## src/rtl/layer_mvm_par.sv

```systemverilog
// Fully-connected layer engine: y = act(W*x + b) over valid/ready streams, P MAC lanes.
// Coefficients live in a run-time-writable register file; x/y buffers are not reset.

module layer_mvm_lane #(
    parameter int T    = 12,
    parameter int N    = 8,
    parameter int RELU = 1
) (
    input  logic                clk,
    input  logic                reset,
    input  logic                preload,
    input  logic                acc_en,
    input  logic signed [T-1:0] w,
    input  logic signed [T-1:0] x,
    input  logic signed [T-1:0] b,
    output logic        [T-1:0] y
);
    localparam int PW = 2 * T;
    localparam int AW = 2 * T + $clog2(N) + 1;
    localparam logic signed [AW-1:0] YMAX = {{(AW-T+1){1'b0}}, {(T-1){1'b1}}};
    localparam logic signed [AW-1:0] YMIN = {{(AW-T+1){1'b1}}, {(T-1){1'b0}}};

    logic signed [PW-1:0] prod_q, prod_d;
    logic signed [AW-1:0] acc_q, acc_d;

    // The product register runs freely; the accumulator consumes it one cycle later.
    always_comb begin
        prod_d = PW'(w) * PW'(x);
        acc_d  = acc_q;
        if (preload)
            acc_d = AW'(b);
        else if (acc_en)
            acc_d = acc_q + AW'(prod_q);
    end

    always_ff @(posedge clk or posedge reset) begin
        if (reset) begin
            prod_q <= '0;
            acc_q  <= '0;
        end else begin
            prod_q <= prod_d;
            acc_q  <= acc_d;
        end
    end

    always_comb begin
        if (acc_q > YMAX)
            y = YMAX[T-1:0];
        else if (acc_q < YMIN)
            y = YMIN[T-1:0];
        else
            y = acc_q[T-1:0];
        if (RELU != 0 && y[T-1])
            y = '0;
    end
endmodule

module layer_mvm_par #(
    parameter int N    = 8,
    parameter int M    = 8,
    parameter int T    = 12,
    parameter int P    = 2,
    parameter int RELU = 1,
    parameter int CAW  = $clog2(M*N+M)
) (
    input  logic           clk,
    input  logic           reset,
    input  logic           s_valid,
    output logic           s_ready,
    input  logic [T-1:0]   data_in,
    output logic           m_valid,
    input  logic           m_ready,
    output logic [T-1:0]   data_out,
    input  logic           cfg_we,
    input  logic [CAW-1:0] cfg_addr,
    input  logic [T-1:0]   cfg_data,
    output logic           busy
);
    localparam int G     = M / P;
    localparam int NCOEF = M * N + M;
    localparam int SW    = $clog2(N + 2);
    localparam int NW    = (N > 1) ? $clog2(N) : 1;
    localparam int MW    = (M > 1) ? $clog2(M) : 1;
    localparam int GW    = (G > 1) ? $clog2(G) : 1;

    localparam logic [SW-1:0] STEP_N    = SW'(N);
    localparam logic [SW-1:0] STEP_LAST = SW'(N + 1);
    localparam logic [NW-1:0] IN_LAST   = NW'(N - 1);
    localparam logic [MW-1:0] OUT_LAST  = MW'(M - 1);
    localparam logic [GW-1:0] GRP_LAST  = GW'(G - 1);
    localparam logic [CAW:0]  NCOEF_W   = (CAW+1)'(NCOEF);

    typedef enum logic [1:0] {S_LOAD, S_COMPUTE, S_DRAIN} state_t;

    state_t         state_q, state_d;
    logic [NW-1:0]  in_cnt_q, in_cnt_d;
    logic [SW-1:0]  step_q, step_d;
    logic [GW-1:0]  grp_q, grp_d;
    logic [MW-1:0]  out_cnt_q, out_cnt_d;
    logic           s_ready_q, s_ready_d;
    logic           m_valid_q, m_valid_d;
    logic [T-1:0]   data_out_q, data_out_d;
    logic           busy_q, busy_d;

    logic [T-1:0]   coef_mem [NCOEF];
    logic [T-1:0]   x_mem    [N];
    logic [T-1:0]   y_mem    [M];

    logic [NW-1:0]          col;
    logic [T-1:0]           x_sel;
    logic                   preload, acc_en, wr_rows;
    logic [P-1:0][T-1:0]    lane_y;
    logic [P-1:0][MW-1:0]   row_idx;
    logic [MW-1:0]          out_nxt;

    // Column index stays in range during the two tail steps of a group.
    always_comb begin
        col     = (step_q < STEP_N) ? step_q[NW-1:0] : '0;
        x_sel   = x_mem[col];
        preload = (state_q == S_COMPUTE) && (step_q == '0);
        acc_en  = (state_q == S_COMPUTE) && (step_q != '0) && (step_q <= STEP_N);
        wr_rows = (state_q == S_COMPUTE) && (step_q == STEP_LAST);
    end

    for (genvar k = 0; k < P; k++) begin : g_lane
        logic [CAW-1:0] row;
        logic [T-1:0]   w_k, b_k;

        assign row        = CAW'(grp_q) * CAW'(P) + CAW'(k);
        assign w_k        = coef_mem[row * CAW'(N) + CAW'(col)];
        assign b_k        = coef_mem[CAW'(M * N) + row];
        assign row_idx[k] = row[MW-1:0];

        layer_mvm_lane #(.T(T), .N(N), .RELU(RELU)) u_lane (
            .clk     (clk),
            .reset   (reset),
            .preload (preload),
            .acc_en  (acc_en),
            .w       (w_k),
            .x       (x_sel),
            .b       (b_k),
            .y       (lane_y[k])
        );
    end

    always_comb begin
        state_d    = state_q;
        in_cnt_d   = in_cnt_q;
        step_d     = step_q;
        grp_d      = grp_q;
        out_cnt_d  = out_cnt_q;
        s_ready_d  = s_ready_q;
        m_valid_d  = m_valid_q;
        data_out_d = data_out_q;
        busy_d     = busy_q;
        out_nxt    = out_cnt_q + 1'b1;
        case (state_q)
            S_LOAD: begin
                s_ready_d = 1'b1;
                if (s_valid && s_ready_q) begin
                    if (in_cnt_q == IN_LAST) begin
                        in_cnt_d  = '0;
                        s_ready_d = 1'b0;
                        busy_d    = 1'b1;
                        step_d    = '0;
                        grp_d     = '0;
                        state_d   = S_COMPUTE;
                    end else begin
                        in_cnt_d = in_cnt_q + 1'b1;
                    end
                end
            end
            S_COMPUTE: begin
                if (step_q == STEP_LAST) begin
                    step_d = '0;
                    if (grp_q == GRP_LAST) begin
                        grp_d     = '0;
                        out_cnt_d = '0;
                        state_d   = S_DRAIN;
                    end else begin
                        grp_d = grp_q + 1'b1;
                    end
                end else begin
                    step_d = step_q + 1'b1;
                end
            end
            S_DRAIN: begin
                // One fill cycle after the last buffer write, then 1 element/cycle.
                if (!m_valid_q) begin
                    m_valid_d  = 1'b1;
                    data_out_d = y_mem[0];
                    out_cnt_d  = '0;
                end else if (m_ready) begin
                    if (out_cnt_q == OUT_LAST) begin
                        m_valid_d = 1'b0;
                        out_cnt_d = '0;
                        s_ready_d = 1'b1;
                        busy_d    = 1'b0;
                        state_d   = S_LOAD;
                    end else begin
                        out_cnt_d  = out_nxt;
                        data_out_d = y_mem[out_nxt];
                    end
                end
            end
            default: state_d = S_LOAD;
        endcase
    end

    always_ff @(posedge clk or posedge reset) begin
        if (reset) begin
            state_q    <= S_LOAD;
            in_cnt_q   <= '0;
            step_q     <= '0;
            grp_q      <= '0;
            out_cnt_q  <= '0;
            s_ready_q  <= 1'b0;
            m_valid_q  <= 1'b0;
            data_out_q <= '0;
            busy_q     <= 1'b0;
        end else begin
            state_q    <= state_d;
            in_cnt_q   <= in_cnt_d;
            step_q     <= step_d;
            grp_q      <= grp_d;
            out_cnt_q  <= out_cnt_d;
            s_ready_q  <= s_ready_d;
            m_valid_q  <= m_valid_d;
            data_out_q <= data_out_d;
            busy_q     <= busy_d;
        end
    end

    // Storage arrays are deliberately outside reset so coefficients survive it.
    always_ff @(posedge clk) begin
        if (cfg_we && state_q == S_LOAD && {1'b0, cfg_addr} < NCOEF_W)
            coef_mem[cfg_addr] <= cfg_data;
        if (state_q == S_LOAD && s_valid && s_ready_q)
            x_mem[in_cnt_q] <= data_in;
        if (wr_rows)
            for (int k = 0; k < P; k++)
                y_mem[row_idx[k]] <= lane_y[k];
    end

    assign s_ready  = s_ready_q;
    assign m_valid  = m_valid_q;
    assign data_out = data_out_q;
    assign busy     = busy_q;
endmodule

```

## config.mk

```make
export PLATFORM = sky130hd
export DESIGN_NAME = layer_mvm_par
export DESIGN_NICKNAME = d
export VERILOG_FILES = /design/src/rtl/layer_mvm_par.sv
export SDC_FILE = /design/constraint.sdc
export NUM_CORES = 2
export LEC_CHECK = 0
export ABC_AREA = 0
export CORE_MARGIN = 2
export CORE_UTILIZATION = 64
export DETAILED_ROUTE_END_ITERATION = 10
export GPL_ROUTABILITY_DRIVEN = 0
export PLACE_DENSITY = 0.92
export SKIP_LAST_GASP = 1
export SLEW_MARGIN = 20
export SYNTH_ARGS = -nofsm -noshare
export SYNTH_HDL_FRONTEND = slang
export SYNTH_SLANG_ARGS = --single-unit
```

## constraint.sdc

```tcl
create_clock -name clk -period 8.3 [get_ports clk]
set_input_delay 2.075 -clock clk [delete_from_list [all_inputs] [get_ports clk]]
set_output_delay 2.075 -clock clk [all_outputs]
set_load 0.05 [all_outputs]
```

* Yosys cells after proc, flatten, opt, wreduce, memory -nomap -nowiden *
Memories as Yosys holds them, arrays and structs flattened.
Cells that the tools add are included.

storage, ports and cells
  register bits after elaboration = 133
  RAM bits = 1048
  input bits = 36
  output and inout bits = 15
  word-level logic and storage cells = 135
  memories = 3

operators by class
  add/subtract/negate cells = 11
  multiply operators = 2
  order comparisons = 7
  eq/ne operators = 16
  muxes and demuxes = 59
  reduce and logical (&&, ||, !) cells = 24

memory list
  memory    depth  width  read ports  clocked after Yosys merged registers in  write ports  RTL line  text
  coef_mem  72     12     4           0                                        1            105       logic [T-1:0] coef_mem [NCOEF];
  x_mem     8      12     1           0                                        1            106       logic [T-1:0] x_mem [N];
  y_mem     8      11     2           0                                        2            107       logic [T-1:0] y_mem [M];

operators with widths
  cell                                                             count
  two-way mux 28 bit                                               4
  two-way mux 12 bit                                               7
  adder 28 x 24 -> 28 bit                                          2
  greater-than comparator 28 x 12 -> 1 bit, second input constant  2
  < comparator 28 x 12 -> 1 bit, second input constant             2
  multiplier 12 x 12 -> 24 bit                                     2
  two-way mux 11 bit                                               2
  two-way mux 2 bit                                                11
  two-way mux 3 bit                                                7
  two-way mux 1 bit                                                19
  inequality test 2 bit, second input constant                     7
  two-way mux 4 bit                                                3
  AND reduction 4 bit                                              3
  logical AND 1 bit                                                9
  case mux 4 bit (2 select lines)                                  1
  nonzero test 2 bit                                               4
  adder 6 x 3 -> 7 bit                                             1
  adder 7 x 3 -> 7 bit                                             1
  adder 7 x 3 -> 7 bit, first input constant                       1
  adder 7 x 4 -> 7 bit, first input constant                       1
  < comparator 7 bit, second input constant                        1
  AND reduction 7 bit                                              1
  adder 3 x 1 -> 3 bit, second input constant                      2
  == test 3 bit, second input constant                             2
  other kinds (20)                                                 24

* Longest topological paths before layout *
  depth in word-level cells = 5
  depth in mapped cells = 33
  mapped depth without buffers = 28

* Cells and area by module *
Synthesis repeated with hierarchy kept, for this count alone.

unflattened totals
  cell total of the unflattened synthesis = 4280
  area, all modules = 59874.9 um^2

by module, submodules not included
  module                             instances  cells each  area each (um^2)  sequential area each (um^2)
  layer_mvm_par                      1          2335        42480.7           32436.1
  layer_mvm_lane (g_lane[0].u_lane)  1          988         8754.6            1301.2
  layer_mvm_lane (g_lane[1].u_lane)  1          957         8639.5            1301.2

* Worst setup path after synthesis *
OpenSTA, ideal clock, no wires.

  path type = register to register
  start = register step_q[3]
  end = register g_lane[1].u_lane.prod_q[23]
  setup time = 0.125 ns
  data arrival time = 6.633 ns
  required time = 8.175 ns
  setup slack = 1.541 ns
  stages on the path, launching flop included = 26
  buffers on the path = 4
  clock period less this slack = 6.759 ns
  cell sequence = dfrtp_1 > buf_4 > nor2_1 > buf_4 > clkbuf_1 > mux4_2 > mux4_2 > mux2i_1 > buf_2 > or2_1 > fa_1 > fa_1 > fa_1 > inv_1 > fa_1 > inv_1 > fa_1 > inv_1 > ha_1 > or2_2 > o211a_1 > o221a_2 > a2111o_1 > a31oi_1 > o21bai_1 > xnor2_1

between the ends
  word-level cells in the longest chain between the ends = 5
  elaborated cells on any way between the ends = 6
  classes of those cells = add/sub: 1; mul: 1; order compare: 1; mux: 1; memory: 2

RTL lines
  element                                RTL line  text
  from (decl)                            97        logic [SW-1:0] step_q, step_d;
  from (signal assigned)                 224       step_q <= step_d;
  < comparator 4 bit *                   118       col = (step_q < STEP_N) ? step_q[NW-1:0] : '0;
  two-way mux 3 bit *                    118
  adder 7 x 3 -> 7 bit                   130       assign w_k = coef_mem[row * CAW'(N) + CAW'(col)];
  memory (72 x 12 bit)                   --
  multiplier 12 x 12 -> 24 bit *         28        prod_d = PW'(w) * PW'(x);
  named net g_lane[1].u_lane.prod_d[23]  23        logic signed [PW-1:0] prod_q, prod_d;
  to (signal assigned)                   41        prod_q <= prod_d;
  to (decl)                              23

Mark *: on every way through the listed nets, which the timed path passes. The rest lies on a longest branch.
A chain may end at the register's enable or synchronous reset.

* Final worst setup path *
  start = register step_q[2]
  end = register g_lane[1].u_lane.prod_q[23]

between the ends
  word-level cells in the longest chain between the ends = 5
  elaborated cells on any way between the ends = 6
  classes of those cells = add/sub: 1; mul: 1; order compare: 1; mux: 1; memory: 2

RTL lines
  element                                RTL line
  < comparator 4 bit                     118
  two-way mux 3 bit *                    118
  adder 7 x 3 -> 7 bit                   130
  memory (72 x 12 bit)                   --
  multiplier 12 x 12 -> 24 bit *         28
  named net g_lane[1].u_lane.prod_d[23]  23

Marked as above.

==> results.yml <==
pwr:
  p_leak_nw: 24.0
  cell_internal_pwr_mw: 15.1
  p_total_mw: 24.3
  power.density_nw_per_um2: 370
  p_clk_frac: 0.222
  p_seq_frac: 0.289
  ir_drop_mv: 0.538
  p_sw_mw: 9.18
  swShare: 0.377
  p_comb_frac: 0.489
cells_and_area:
  syn2layout_area_growth_pct: 10.6
  drive_gt1_frac: 0.150
  final_common_cell: "edfxtp_1"
  nNetsFinal: 4568
  most-common-layout-cells: "edfxtp_1 (1048), inv_1 (341), fa_1 (280)"
  fillers: 5040
synth:
  synth_warnings: 0
  yosysSeqAreaShare: 0.586
  synth_cell_type_count: 70
  synth.cell_area_um2: 59400
  synth_seq_cells: 1180
  synth_top_area_cell: "edfxtp_1"
  synth_top_area_share: 0.530
  synth_nets: 4455
  syn_area_per_cell_um2: 14.9
  synthesis.instances: 3977
  async_flop_share: 0.112
  ys_top_cells_by_area: "edfxtp_1 (53%), fa_1 (9.4%), mux4_2 (7.7%), dfrtp_1 (5.6%), mux2i_1 (3.9%)"
  dominantRegCellSynth: "edfxtp_1"
  synth_edf_count: 1048
global_route:
  grt_max_degree: 78
  groute.usage.overall: 0.337
  grt_overflow: 0
  grt_pass1_vias: 37800
  grt_pass1_wl_mm: 236
  grt_antenna_before_repair: 7
detailed_routing:
  ant_nets: 0
  wl_per_cell_um: 29.0
  drt_first_pass_iters: 6
  routed_wl_mm: 158
  drc: 0
  vias: 36600
  drtIter0Drc: 6010
  viasPerCell: 6.75
setup_path:
  critPathCaptureType: "flip-flop"
  required_ns: 8.92
  critPathArrivalTime_ns: 8.49
  worstSetupStartpointType: "flip-flop"
  critPathMaxFanout: 42
  worst-setup-path-type: "flip-flop to flip-flop"
clock_tree:
  clk_path_buf_depth: 3
  numCtsBuffers: 112
  postCtsHoldBufs: 0
  cts.sinks: 1180
  post-cts-setup-buffers: 0
  postCtsResizedCells: 0
  cts_max_level: 3
  clkLatencyLatePin_ns: 0.76
  path_clk_slew_ns: 0.07
  cts_tree: "yes"
  cts_root_buf: "clkbuf_16"
sta:
  hold_ws_ns: 0.481
  relSlewSlack: 0.249
  rsz0062_at_grt: "no"
  slew_viol_final: 0
  hold_violations: 0
  final.setup.tns_ns: 0
  min_period_ns: 7.87
  worst_pin_slew_ns: 1.12
  setup_viol: 0
  worst_slack_ns: 0.426
  clock_skew_ns: 0.0324
  period_share: 0.949
  fmax_mhz: 127
placed_design:
  hpwl_mm: 92.8
  pre_cts_slack_ns: 0.670
  port_buffers: 49
floorplan:
  placeableCoreArea_um2: 91800
  ios: 51
  rows: 111
  fp.dieH_um: 309
  dieArea_um2: 95200
  fp.dieW_um: 309
  start_util: 0.647
job:
  cap_violations: 0
min_path:
  hp-class: "flip-flop to flip-flop"
run_status:
  status: "completed"
-- state kept, by name, indices dropped and copies added (netlist names), 2 cells and up --
signal and cells:
state_q 2, in_cnt_q 3, y_mem 88, step_q 4, grp_q 2, out_cnt_q 3, g_lane.u_lane.acc_q 56, data_out 11
x_mem 96, coef_mem 864, g_lane.u_lane.prod_q 48
-- final cells by class --
cell class	count	area (um^2)	share of cell area
inverters	349	1320	0.0201
multi-input cells	2261	22500	0.343
flip-flops and latches	1180	34800	0.530
clock inverters	79	952	0.0145
clock buffers	127	2890	0.0440
diodes	2	5.00	0.0000762
well taps	1243	1560	0.0237
repair buffers	186	1620	0.0246
-- layer usage --
metal / GRT usage / wire [um]
met5: 0 / 39
met4: 0.179 / 9520
met3: 0.0859 / 19900
met2: 0.540 / 76000
met1: 0.428 / 52200
-- synth_stat cells, types with 33 or more instances --
cell type  count
mux4_2       204
edfxtp_1    1048
a21o_1        47
mux2i_1      234
dfrtp_1      132
a21oi_1      119
nor2_1       295
or2_1        150
buf_2         62
clkbuf_1      84
xnor2_1       64
nand2_1      151
inv_1        342
a22oi_1       89
ha_1         162
or2_2         33
fa_1         280
o21ai_0      104
-- worst max-delay path, cell delays in order (launching register included) --
cell and delay, ns:
dfrtp_1 0.60, inv_4 0.20, nor2_4 0.22, buf_12 0.28, buf_12 0.29, mux4_2 0.39, mux4_2 0.53, mux2i_1 0.18
buf_4 0.25, or2_1 0.23, fa_1 0.53, fa_1 0.43, fa_1 0.51, inv_1 0.06, fa_1 0.53, inv_1 0.05
fa_1 0.47, inv_1 0.04, ha_1 0.30, or2_2 0.30, o211a_1 0.17, o221a_2 0.29, a2111o_1 0.39, a31oi_1 0.18
o21bai_1 0.09, xnor2_1 0.13
-- kinds of logic after synthesis --
group                      count (synthesis)  share of synthesized area
muxes                                    438                      0.117
AOI/OAI and AO/OA                        493                     0.0530
and+or+nand+nor                          800                     0.0652
DFF                                     1180                      0.586
xor gates and xnor gates                  87                     0.0128
other                                      1                  0.0000632
buffers and inverters                    536                     0.0375
adders and majority gates                442                      0.129
-- power by group through the flow --
stage	Clock, mW	Sequential (mW)	Combinational [mW]
5_1_grt	5.60	7.04	13.3
6_report	5.40	7.03	11.9
4_1_cts	5.40	7.02	11.8
3_5_place_dp	0	7.15	11.6
2_1_floorplan	0	7.17	9.03
3_3_place_gp	0	7.14	11.1
-- through the flow --
step | instances | area [um^2] | util
2_1_floorplan | 3977 | 59400 | -
3_3_place_gp | 5217 | 61700 | 0.672
3_5_place_dp | 5217 | 61700 | 0.672
4_1_cts | 5423 | 65500 | 0.714
5_1_grt | 5427 | 65700 | 0.715
6_report | 5427 | 65700 | 0.715
-- final timing paths --
check,slack (ns),endpoint,cells after the start,from
worst max-delay path,0.43,g_lane[1].u_lane.prod_q[23],25,step_q[2]
worst min-delay path,0.48,data_out[10],2,data_out[10]
worst max register to register,0.43,g_lane[1].u_lane.prod_q[23],25,step_q[2]
worst min register to register,0.48,data_out[10],2,data_out[10]
max in group asynchronous,5.17,grp_q[0],3,reset
min in group asynchronous,1.85,data_out[9],2,reset
(Power assumes the default switching activity.)
==> edit (same settings) <==
`data_out_q` no longer has a reset.
--- a/src/rtl/layer_mvm_par.sv
+++ b/src/rtl/layer_mvm_par.sv
@@ -218,3 +218,2 @@
             m_valid_q  <= 1'b0;
-            data_out_q <= '0;
             busy_q     <= 1'b0;
@@ -228,5 +227,8 @@
             m_valid_q  <= m_valid_d;
-            data_out_q <= data_out_d;
             busy_q     <= busy_d;
         end
+    end
+
+    always_ff @(posedge clk) begin
+        data_out_q <= data_out_d;
     end
Behaviour: same outputs for any inputs over 4 cycles, from zero or initial values and one cycle with reset high; that may be too few to reach the edited logic, so the function may still have changed.
==> edit against the original RTL <==
- design area fell by 1.0%
- synthesized area down 0.50%
- routed wire length down 2.2%
- clock skew increased by 0.079 ns
- die area shrank 0.49%
- via count fell by 2.5%
- largest cell class unchanged
- first-iteration DRC count decreased by 7.8%
- final cell count fell by 2.4%
- non-clock buffer count fell by 28
- sequential cell count is the same
- synthesized cell count down 1.2%
- worst setup slack worse by 0.26 ns
Power is not shown: default switching activity piles up to over one toggle a cycle in this logic, so the estimate is an artifact.
==> edit: results (changes against the original RTL) <==
<table>
<tr><th>Metric</th><th>Value</th></tr>
<tr><th colspan="2">Status</th></tr>
<tr><td>Result of the run</td><td>finished clean (unchanged)</td></tr>
<tr><th colspan="2">Cells and area</th></tr>
<tr><td>Antenna Diode Count</td><td>0 (was 2)</td></tr>
<tr><td>Number of combinational gates with multiple inputs</td><td>2209 (was 2261)</td></tr>
<tr><td>Number of inverters outside the clock class in the layout</td><td>358 (was 349)</td></tr>
<tr><td>Non-clk buf share</td><td>2.14% (was 2.46%)</td></tr>
<tr><td>Final net count</td><td>4494 (was 4568)</td></tr>
<tr><td>Share of post-route cells with drive strength above 1</td><td>17.9% (was 15.0%)</td></tr>
<tr><td>Clock distribution area overhead in the final layout</td><td>5.60% (was 5.85%)</td></tr>
<tr><th colspan="2">Min path</th></tr>
<tr><td>Worst Hold Path EP</td><td>out_cnt_q[2]$_DFFE_PP0P_ (was data_out[10]$_DFFE_PP0P_)</td></tr>
<tr><td>Start point of the worst min-delay path</td><td>out_cnt_q[2]$_DFFE_PP0P_ (was data_out[10]$_DFFE_PP0P_)</td></tr>
<tr><th colspan="2">Drt</th></tr>
<tr><td>Met1 wire length</td><td>53200 µm (was 52200 µm)</td></tr>
<tr><td>Vias</td><td>35700 (was 36600)</td></tr>
<tr><td>Post-detailed-routing wire length</td><td>154000 µm (was 158000 µm)</td></tr>
<tr><th colspan="2">Setup path</th></tr>
<tr><td>Max Fanout on Critical Path</td><td>60 (was 42)</td></tr>
<tr><td>Setup slack, reg-to-reg</td><td>0.17 ns (was 0.43 ns)</td></tr>
<tr><td>Start point of the critical path</td><td>step_q[3]$_DFFE_PP0P_ (was step_q[2]$_DFFE_PP0P_)</td></tr>
<tr><td>Slowest cell delay on critical path</td><td>0.55 ns (was 0.60 ns)</td></tr>
<tr><td>Data arrival time of the worst path</td><td>8.74 ns (was 8.49 ns)</td></tr>
<tr><th colspan="2">Global route</th></tr>
<tr><td>Met1 Resource Use GR</td><td>42.6% (was 42.8%)</td></tr>
<tr><td>Met3 Use GR</td><td>7.78% (was 8.59%)</td></tr>
</table>
## edit: cell count changes in the layout (fill, tap and decap cells not counted), moves of 30 or more
cell,delta
sky130_fd_sc_hd__or2_1,-121
sky130_fd_sc_hd__or2_2,+119
sky130_fd_sc_hd__nand2_1,-39
sky130_fd_sc_hd__a21oi_1,+35
sky130_fd_sc_hd__o21ai_0,-30
## edit: worst register-to-register path, cell delays in order (launching register included)
cell and delay (ns):
sky130_fd_sc_hd__dfrtp_1 0.42, sky130_fd_sc_hd__buf_4 0.21, sky130_fd_sc_hd__nor2b_4 0.28, sky130_fd_sc_hd__buf_12 0.39, sky130_fd_sc_hd__mux4_2 0.49, sky130_fd_sc_hd__mux4_2 0.53
sky130_fd_sc_hd__mux2i_2 0.55, sky130_fd_sc_hd__or2_2 0.27, sky130_fd_sc_hd__fa_1 0.47, sky130_fd_sc_hd__inv_1 0.11, sky130_fd_sc_hd__ha_1 0.14, sky130_fd_sc_hd__inv_1 0.07
sky130_fd_sc_hd__fa_1 0.53, sky130_fd_sc_hd__fa_1 0.51, sky130_fd_sc_hd__fa_1 0.49, sky130_fd_sc_hd__inv_1 0.04, sky130_fd_sc_hd__ha_1 0.32, sky130_fd_sc_hd__nor2b_1 0.16
sky130_fd_sc_hd__o21ai_0 0.30, sky130_fd_sc_hd__a21boi_0 0.24, sky130_fd_sc_hd__o21ai_1 0.23, sky130_fd_sc_hd__a21oi_1 0.14, sky130_fd_sc_hd__a41o_1 0.29, sky130_fd_sc_hd__o41a_1 0.34
sky130_fd_sc_hd__nand4_1 0.10, sky130_fd_sc_hd__nand3_1 0.09, sky130_fd_sc_hd__o22ai_1 0.18, sky130_fd_sc_hd__xnor2_1 0.15
## edit: repair_timing
action                                  4_1_cts  5_1_grt
endpoints found under the setup margin        0        3
endpoints found under the hold margin         0        0
resized for setup                             0        7
## edit: cell families (layout without fill, tap and decap cells)
family | after synthesis | after routing | synth area share (%)
DFF | 1180 | 1180 | 59.0
xor gates and xnor gates | 85 | 85 | 1.26
AOI/OAI and AO/OA | 480 | 480 | 5.19
muxes | 436 | 436 | 11.7
and+or+nand+nor | 765 | 765 | 6.21
adders and majority gates | 442 | 442 | 12.9
other | 1 | 1 | 0.00635
buffers and inverters | 540 | 721 | 3.72
## edit: stage by stage
step	hold WS, ns	std cells	setup WS [ns]	cell area (µm²)
detailed placement	0.478	5089	0.493	61200
global route	0.549	5296	-0.0611	65000
floorplan	0.454	3929	1.42	59100
global placement	0.469	5089	0.675	61100
CTS	0.492	5294	0.277	64800
finish	0.490	5296	0.168	65000
